File: src/rtl/rv32i_enc_pkg.sv
// Shared RV32I encoding definitions: opcodes, instruction classes, per-class
// op counts and funct tables, and the field-level encoder used by both the
// directed-request path and the random generator.
package rv32i_enc_pkg;

  typedef enum logic [6:0] {
    OPC_OP     = 7'b0110011,
    OPC_OP_IMM = 7'b0010011,
    OPC_LOAD   = 7'b0000011,
    OPC_JALR   = 7'b1100111,
    OPC_SYSTEM = 7'b1110011,
    OPC_STORE  = 7'b0100011,
    OPC_BRANCH = 7'b1100011,
    OPC_JAL    = 7'b1101111,
    OPC_LUI    = 7'b0110111,
    OPC_AUIPC  = 7'b0010111
  } opcode_e;

  typedef enum logic [3:0] {
    CLS_R    = 4'd0,
    CLS_I    = 4'd1,
    CLS_IL   = 4'd2,
    CLS_IJ   = 4'd3,
    CLS_IE   = 4'd4,
    CLS_S    = 4'd5,
    CLS_B    = 4'd6,
    CLS_J    = 4'd7,
    CLS_UL   = 4'd8,
    CLS_UAPC = 4'd9
  } class_e;

  localparam logic [3:0] NUM_CLASSES = 4'd10;

  typedef struct packed {
    logic        legal;
    logic [31:0] word;
  } enc_t;

  // Number of sub-ops in each class; 0 marks an illegal class.
  function automatic logic [3:0] op_count(input logic [3:0] cls);
    case (cls)
      CLS_R:    return 4'd10;
      CLS_I:    return 4'd9;
      CLS_IL:   return 4'd5;
      CLS_IJ:   return 4'd1;
      CLS_IE:   return 4'd2;
      CLS_S:    return 4'd3;
      CLS_B:    return 4'd6;
      CLS_J:    return 4'd1;
      CLS_UL:   return 4'd1;
      CLS_UAPC: return 4'd1;
      default:  return 4'd0;
    endcase
  endfunction

  // Folds an arbitrary 4-bit index into the legal sub-op range of a class.
  function automatic logic [3:0] op_mod(input logic [3:0] cls, input logic [3:0] idx);
    case (cls)
      CLS_R:   return idx % 4'd10;
      CLS_I:   return idx % 4'd9;
      CLS_IL:  return idx % 4'd5;
      CLS_IE:  return idx % 4'd2;
      CLS_S:   return idx % 4'd3;
      CLS_B:   return idx % 4'd6;
      default: return 4'd0;
    endcase
  endfunction

  function automatic logic [2:0] r_f3(input logic [3:0] op);
    case (op)
      4'd0, 4'd1: return 3'd0;
      4'd2:       return 3'd1;
      4'd3:       return 3'd2;
      4'd4:       return 3'd3;
      4'd5:       return 3'd4;
      4'd6, 4'd7: return 3'd5;
      4'd8:       return 3'd6;
      default:    return 3'd7;
    endcase
  endfunction

  function automatic logic [2:0] i_f3(input logic [3:0] op);
    case (op)
      4'd0:    return 3'd0;
      4'd1:    return 3'd2;
      4'd2:    return 3'd3;
      4'd3:    return 3'd4;
      4'd4:    return 3'd6;
      4'd5:    return 3'd7;
      4'd6:    return 3'd1;
      default: return 3'd5;
    endcase
  endfunction

  function automatic logic [2:0] load_f3(input logic [3:0] op);
    case (op)
      4'd0:    return 3'd0;
      4'd1:    return 3'd1;
      4'd2:    return 3'd2;
      4'd3:    return 3'd4;
      default: return 3'd5;
    endcase
  endfunction

  function automatic logic [2:0] store_f3(input logic [3:0] op);
    case (op)
      4'd0:    return 3'd0;
      4'd1:    return 3'd1;
      default: return 3'd2;
    endcase
  endfunction

  function automatic logic [2:0] branch_f3(input logic [3:0] op);
    case (op)
      4'd0:    return 3'd0;
      4'd1:    return 3'd1;
      4'd2:    return 3'd4;
      4'd3:    return 3'd5;
      4'd4:    return 3'd6;
      default: return 3'd7;
    endcase
  endfunction

  // Builds the 32-bit word for a request; an illegal request yields word 0.
  function automatic enc_t encode(input logic [3:0]  cls,
                                  input logic [3:0]  op,
                                  input logic [4:0]  rd,
                                  input logic [4:0]  rs1,
                                  input logic [4:0]  rs2,
                                  input logic [31:0] imm);
    enc_t e;
    e.legal = (op < op_count(cls));
    e.word  = '0;
    case (cls)
      CLS_R: e.word = {((op == 4'd1 || op == 4'd7) ? 7'h20 : 7'h00),
                       rs2, rs1, r_f3(op), rd, OPC_OP};
      CLS_I: begin
        if (op >= 4'd6) begin
          // Shifts carry shamt in imm[4:0] and the arithmetic flag in funct7.
          e.word = {((op == 4'd8) ? 7'h20 : 7'h00), imm[4:0], rs1, i_f3(op), rd, OPC_OP_IMM};
        end else begin
          e.word = {imm[11:0], rs1, i_f3(op), rd, OPC_OP_IMM};
        end
      end
      CLS_IL:   e.word = {imm[11:0], rs1, load_f3(op), rd, OPC_LOAD};
      CLS_IJ:   e.word = {imm[11:0], rs1, 3'b000, rd, OPC_JALR};
      CLS_IE:   e.word = {11'h000, op[0], 5'd0, 3'b000, 5'd0, OPC_SYSTEM};
      CLS_S:    e.word = {imm[11:5], rs2, rs1, store_f3(op), imm[4:0], OPC_STORE};
      CLS_B:    e.word = {imm[12], imm[10:5], rs2, rs1, branch_f3(op),
                          imm[4:1], imm[11], OPC_BRANCH};
      CLS_J:    e.word = {imm[20], imm[10:1], imm[11], imm[19:12], rd, OPC_JAL};
      CLS_UL:   e.word = {imm[31:12], rd, OPC_LUI};
      CLS_UAPC: e.word = {imm[31:12], rd, OPC_AUIPC};
      default:  e.word = '0;
    endcase
    if (!e.legal) e.word = '0;
    return e;
  endfunction

endpackage

File: src/rtl/rv32i_enc_fifo.sv
// Synchronous FIFO with a registered head word and an occupancy count output.
// DEPTH must be a power of two and at least 2 so the pointers wrap naturally.
module rv32i_enc_fifo #(
  parameter int unsigned DEPTH = 2,
  parameter int unsigned WIDTH = 32
) (
  input  logic                       i_clk,
  input  logic                       i_rst_n,
  input  logic                       i_push,
  input  logic [WIDTH-1:0]           i_wdata,
  input  logic                       i_pop,
  output logic [WIDTH-1:0]           o_head,
  output logic [$clog2(DEPTH):0]     o_count
);

  localparam int unsigned  AW      = $clog2(DEPTH);
  localparam logic [AW:0]  DEPTH_C = (AW+1)'(DEPTH);
  localparam logic [AW:0]  ONE_C   = (AW+1)'(1);

  logic [WIDTH-1:0] r_mem [DEPTH];
  logic [AW-1:0]    r_wr_ptr;
  logic [AW-1:0]    r_rd_ptr;
  logic [AW:0]      r_count;
  logic [WIDTH-1:0] r_head;

  logic             w_do_push;
  logic             w_do_pop;
  logic [AW-1:0]    w_rd_next;

  assign w_do_push = i_push && (r_count != DEPTH_C);
  assign w_do_pop  = i_pop && (r_count != '0);
  assign w_rd_next = r_rd_ptr + 1'b1;
  assign o_head    = r_head;
  assign o_count   = r_count;

  // Write the storage array on every accepted push.
  // NOTE: storage is not reset; r_count alone decides which entries are live.
  always_ff @(posedge i_clk) begin
    if (w_do_push) r_mem[r_wr_ptr] <= i_wdata;
  end

  // Pointers, occupancy and the registered head word.
  // NOTE: state uses <= so every register here sees the pre-edge values.
  always_ff @(posedge i_clk) begin
    if (!i_rst_n) begin
      r_wr_ptr <= '0;
      r_rd_ptr <= '0;
      r_count  <= '0;
      r_head   <= '0;
    end else begin
      if (w_do_push) r_wr_ptr <= r_wr_ptr + 1'b1;
      if (w_do_pop)  r_rd_ptr <= w_rd_next;
      case ({w_do_push, w_do_pop})
        2'b10:   r_count <= r_count + 1'b1;
        2'b01:   r_count <= r_count - 1'b1;
        default: r_count <= r_count;
      endcase
      // The incoming word becomes the head when it would be the only entry.
      if (w_do_push && ((r_count == '0) || (w_do_pop && (r_count == ONE_C)))) begin
        r_head <= i_wdata;
      end else if (w_do_pop) begin
        r_head <= r_mem[w_rd_next];
      end
    end
  end

endmodule

File: src/rtl/rv32i_inst_encoder.sv
// RV32I instruction source: encodes directed requests or, when idle, LFSR-
// driven legal words, buffers them in a small FIFO and presents them on a
// valid/ready port with an error pulse and a pop counter.
module rv32i_inst_encoder
  import rv32i_enc_pkg::*;
#(
  parameter int unsigned FIFO_DEPTH = 2,
  parameter logic [31:0] LFSR_POLY  = 32'h8020_0003
) (
  input  logic        HCLK,
  input  logic        HRESETn,
  input  logic        req_valid,
  output logic        req_ready,
  input  logic [3:0]  req_class,
  input  logic [3:0]  req_op,
  input  logic [4:0]  req_rd,
  input  logic [4:0]  req_rs1,
  input  logic [4:0]  req_rs2,
  input  logic [31:0] req_imm,
  input  logic        rand_en,
  input  logic [31:0] seed,
  output logic        inst_valid,
  input  logic        inst_ready,
  output logic [31:0] inst,
  output logic        inst_err,
  output logic [31:0] inst_cnt
);

  localparam int unsigned AW      = $clog2(FIFO_DEPTH);
  localparam logic [AW:0] DEPTH_C = (AW+1)'(FIFO_DEPTH);

  logic [31:0] r_lfsr;
  logic        r_err;
  logic [31:0] r_cnt;

  logic [AW:0] w_count;
  logic        w_not_full;
  logic        w_req_fire;
  logic        w_rnd_fire;
  logic        w_rnd_push;
  logic        w_push;
  logic        w_pop;
  logic [31:0] w_push_word;
  logic [31:0] w_lfsr_next;
  logic [3:0]  w_rnd_cls;
  logic [3:0]  w_rnd_op;
  logic [31:0] w_rnd_imm;
  enc_t        w_dir_enc;
  enc_t        w_rnd_enc;

  // Handshake is held off during reset and is not widened by a same-cycle pop.
  assign w_not_full = (w_count < DEPTH_C);
  assign req_ready  = HRESETn && w_not_full;
  assign w_req_fire = req_valid && req_ready;

  assign w_dir_enc = encode(req_class, req_op, req_rd, req_rs1, req_rs2, req_imm);

  // Random fields are sliced straight from the LFSR state.
  assign w_rnd_cls = r_lfsr[3:0] % NUM_CLASSES;
  assign w_rnd_op  = op_mod(w_rnd_cls, r_lfsr[7:4]);
  assign w_rnd_imm = {r_lfsr[22:0], r_lfsr[31:23]};
  assign w_rnd_enc = encode(w_rnd_cls, w_rnd_op, r_lfsr[12:8], r_lfsr[17:13],
                            r_lfsr[22:18], w_rnd_imm);

  // A present directed request always blocks random generation, even if stalled.
  assign w_rnd_fire = HRESETn && rand_en && !req_valid && w_not_full;
  assign w_rnd_push = w_rnd_fire && w_rnd_enc.legal;

  assign w_push      = (w_req_fire && w_dir_enc.legal) || w_rnd_push;
  assign w_push_word = w_req_fire ? w_dir_enc.word : w_rnd_enc.word;
  assign w_pop       = inst_valid && inst_ready;

  // Right-shifting Galois step.
  assign w_lfsr_next = {1'b0, r_lfsr[31:1]} ^ (r_lfsr[0] ? LFSR_POLY : 32'h0);

  rv32i_enc_fifo #(
    .DEPTH (FIFO_DEPTH),
    .WIDTH (32)
  ) u_fifo (
    .i_clk   (HCLK),
    .i_rst_n (HRESETn),
    .i_push  (w_push),
    .i_wdata (w_push_word),
    .i_pop   (w_pop),
    .o_head  (inst),
    .o_count (w_count)
  );

  assign inst_valid = (w_count != '0);
  assign inst_err   = r_err;
  assign inst_cnt   = r_cnt;

  // LFSR loads the seed in reset and steps only when a random word is pushed.
  always_ff @(posedge HCLK) begin
    if (!HRESETn) begin
      r_lfsr <= (seed == 32'h0) ? 32'h1 : seed;
    end else if (w_rnd_push) begin
      r_lfsr <= w_lfsr_next;
    end
  end

  // One-cycle error pulse after an illegal request is accepted.
  always_ff @(posedge HCLK) begin
    if (!HRESETn) r_err <= 1'b0;
    else          r_err <= w_req_fire && !w_dir_enc.legal;
  end

  // Free-running count of consumed words, wrapping at 2^32.
  always_ff @(posedge HCLK) begin
    if (!HRESETn)   r_cnt <= 32'h0;
    else if (w_pop) r_cnt <= r_cnt + 32'h1;
  end

endmodule

File: config.mk
export PLATFORM = sky130hd
export DESIGN_NAME = rv32i_inst_encoder
export DESIGN_NICKNAME = d
export VERILOG_FILES = /design/src/rtl/rv32i_enc_pkg.sv /design/src/rtl/rv32i_enc_fifo.sv /design/src/rtl/rv32i_inst_encoder.sv
export SDC_FILE = /design/constraint.sdc
export NUM_CORES = 1
export LEC_CHECK = 0
export BUFFER_PORTS_ARGS = -buffer_cell sky130_fd_sc_hd__buf_2
export CAP_MARGIN = 10
export CORE_ASPECT_RATIO = 1.75
export CORE_UTILIZATION = 29
export DETAILED_ROUTE_END_ITERATION = 8
export HOLD_SLACK_MARGIN = 0.1
export PLACE_DENSITY = 0.49
export SYNTH_ARGS = -nofsm -noshare
export SYNTH_HDL_FRONTEND = slang
export SYNTH_SLANG_ARGS = --single-unit
File: constraint.sdc
create_clock -name HCLK -period 16.9 [get_ports HCLK]
set_input_delay 0.845 -clock HCLK [delete_from_list [all_inputs] [get_ports HCLK]]
set_output_delay 0.845 -clock HCLK [all_outputs]
set_load 0.1 [all_outputs]
==> results.yml <==
clock_network:
  post_cts_buffers: 0
  cts.hold.buffers_added: 0
  path_clk_slew_ns: 0.06
  root_buffer: "clkbuf_16"
  cts.sinks: 162
  cts_tree: "done"
  cts_made_buffers: 17
  htreeDepth: 4
  ctsResizeCount: 0
  worstSkewPairLatency_ns: 0.44
  clock_tree.buffer_depth: 2
worst_setup_path:
  crit_cells: 32
  r2r_setup_slack_ns: 7.48
  worstSetupPathType: "reg -> reg"
  slowest_delay_ns: 0.74
  critical_path.top_delay_family: "compound AO/OA/AOI/OAI gates"
  cp_slowest_cell: "nand3_1"
  rr_worst_depth: 32
  regToRegEndpoint: "u_fifo.o_head[26]"
  crit_path_start_kind: "register"
  path_buf_inv: 5
  rr_startpoint: "r_lfsr[0]"
  critPathRequiredTime_ns: 17.28
  cp_max_fo: 26
  endpoint: "u_fifo.o_head[26]"
  critPathLaunch: "r_lfsr[0]"
  crit_arrival_ns: 9.80
  end_kind: "register"
  crit_path_frequent_cell: "ha_1"
global_route:
  antenna_found_initial: 0
  grt_use_total: 0.186
  grt_pass1_vias: 8143
  grt_busiest_layer: "met2"
  met3_usage: 0.0293
  grt_max_degree: 71
  grt_first_pass_wirelength_um: 47200
  grt-ovfl-total: 0
  grt_util_met1: 0.184
  met2_usage: 0.349
detailed_routing:
  wl_per_cell_um: 20.4
  antenna_left: 0
  drt-vias-per-instance: 5.41
  finalWirelength_um: 31300
  num_vias: 8300
  first_pass_iters: 5
  drtIter0Drc: 498
  drc: 0
placed_design:
  io_buffers: 158
  place.gp.congestion: 0.927
  dp_cells: 1503
  pre_cts_ws_ns: 7.61
  dpl.hpwl_um: 24200
sta:
  setup_ws_ns: 7.48
  tightest_slew_ns: 0.946
  rsz0062_at_grt: "no"
  relSlewSlack: 0.366
  setup_viol: 0
  max_freq_mhz: 106
  fin_skew_ns: 0.0135
  period_share: 0.557
  setup_tns_ns: 0
  finalHoldViolCount: 0
  final_max_slew_viol_count: 0
  min_period_ns: 9.42
cells_and_area:
  stdcell_count: 1535
  final_common_cell: "buf_2"
  num_antenna_cells: 0
  final_layout_size_suffix_gt1_frac: 0.232
  mostFrequentLayoutCells: "buf_2, nor2_1, edfxtp_1"
  layout.nets: 1238
  syn2layout_area_growth_pct: 18.2
synth:
  synth_ff_type: "edfxtp_1"
  synth_warnings: 0
  syn_avg_cell_area_sq_um: 9.60
  synthesis.nets: 1114
  synthMuxAreaShare: 0.0731
  synth-edff-count: 94
  synthXorXnorAreaFrac: 0.0329
  synthAdderAreaFrac: 0.0332
  ys_seq_elements: 162
  syn-cell-area_sq_um: 9580
  ys_seq_area_frac: 0.437
  synth_top_family_by_area: "compound AO/OA/AOI/OAI gates"
  ys_types: 88
  synthSimpleGateAreaFrac: 0.161
  synth_compound_area_frac: 0.221
  syn_inst: 998
  async_flop_share: 0
pwr:
  finalPower_mw: 2.33
  peakVddDrop_uv: 96.2
  powerDensity_nw_per_um2: 205
  p_leak_nw: 4.33
floorplan:
  core_sq_um: 32300
  die_h_um: 242
  start_util: 0.296
  ioPinCount: 159
  dieArea_sq_um: 33800
  chipWidth_um: 139
  rows: 87
min_path:
  hold_class: "reg -> reg"
flow_run:
  cap_violations: 0
status:
  outcome: "complete, no violations"
-- area by class of cell --
cell class              count  area (sq um)
clock buffers              17           425
clock inverters            15           229
fillers                  3284         21000
inverters                  23          86.3
multi-input cells         746          5010
flip-flops and latches    162          4190
well taps                 400           500
repair buffers            172           896
-- Yosys cell counts (all sizes together) (8+ instances only) --
cell type / number / area, sq um
nor2: 139 / 524
edfxtp: 94 / 2820
a21oi: 75 / 387
dfxtp: 68 / 1360
nand2: 56 / 213
o21ai: 41 / 209
clkbuf: 40 / 150
mux2i: 34 / 340
mux2: 32 / 360
a211oi: 30 / 250
buf: 27 / 171
ha: 23 / 288
inv: 23 / 86.3
a22oi: 20 / 150
nand3: 19 / 95.1
o22ai: 19 / 119
xnor2: 18 / 158
xor2: 18 / 158
a22o: 16 / 140
nor3: 16 / 96.4
and3: 15 / 95.1
a21o: 14 / 105
o21a: 14 / 105
a222oi: 10 / 100
nand2b: 10 / 62.6
nor4: 9 / 56.3
or3: 9 / 56.3
or2: 8 / 50.1
-- where the power goes --
| group | switching, mW | total (mW) | internal, mW |
|---|---|---|---|
| Clock | 0.167 | 0.431 | 0.264 |
| Combinational | 0.900 | 1.28 | 0.380 |
| Sequential | 0.0572 | 0.616 | 0.559 |
| Total | 1.12 | 2.33 | 1.20 |
-- per-layer routing --
layer / vias to the layer above / routed length, um
li1: 4023 / -
met1: 3948 / 11300
met2: 253 / 16800
met3: 76 / 1250
met4: 0 / 1940
met5: - / 0
-- flip-flops by register name (all words and copies together) (netlist names) --
register,cells
u_fifo.r_mem,62
u_fifo.o_head,31
u_fifo.r_wr_ptr,1
inst_cnt,32
inst_err,1
u_fifo.r_rd_ptr,1
u_fifo.o_count,2
r_lfsr,32
-- cell families after synthesis --
kind of cell / count (synthesis)
AO/OA/AOI/OAI: 299
XOR/XNOR: 36
adder cells (fa/ha/maj): 25
buffers and inverters: 90
flip-flops: 162
multiplexers: 66
AND/OR/NAND/NOR: 320
-- how the worst min path moves through the flow --
| stage | start | slack (ns) | cells after the start | end |
|---|---|---|---|---|
| 4_1_cts | inst_cnt[21] | 0.50 | 2 | inst_cnt[21] |
| 5_1_grt | inst_cnt[21] | 0.53 | 2 | inst_cnt[21] |
| 2_1_floorplan | u_fifo.o_count[1] | 0.49 | 2 | u_fifo.o_count[1] |
| 3_5_place_dp | inst_cnt[21] | 0.49 | 2 | inst_cnt[21] |
| 6_report | inst_cnt[21] | 0.50 | 2 | inst_cnt[21] |
| 3_3_place_gp | inst_cnt[29] | 0.48 | 2 | inst_cnt[29] |
-- worst register-to-register path: cells and delay by family, from the launching register on --
family                   cells  cell delay [ns]
flip-flops                   1             0.35
AND/OR/NAND/NOR              8             2.44
AO/OA/AOI/OAI               14             3.87
buffers and inverters        5             0.93
adder cells (fa/ha/maj)      5             1.76
-- stage by stage --
stage	hold WS [ns]	area (sq um)	utilization
finish	0.498	11300	0.351
CTS	0.501	11300	0.351
global route	0.529	11300	0.351
detailed placement	0.490	10700	0.330
global placement	0.481	10700	0.330
floorplan	0.494	9580	-
(Power assumes the default switching activity.)
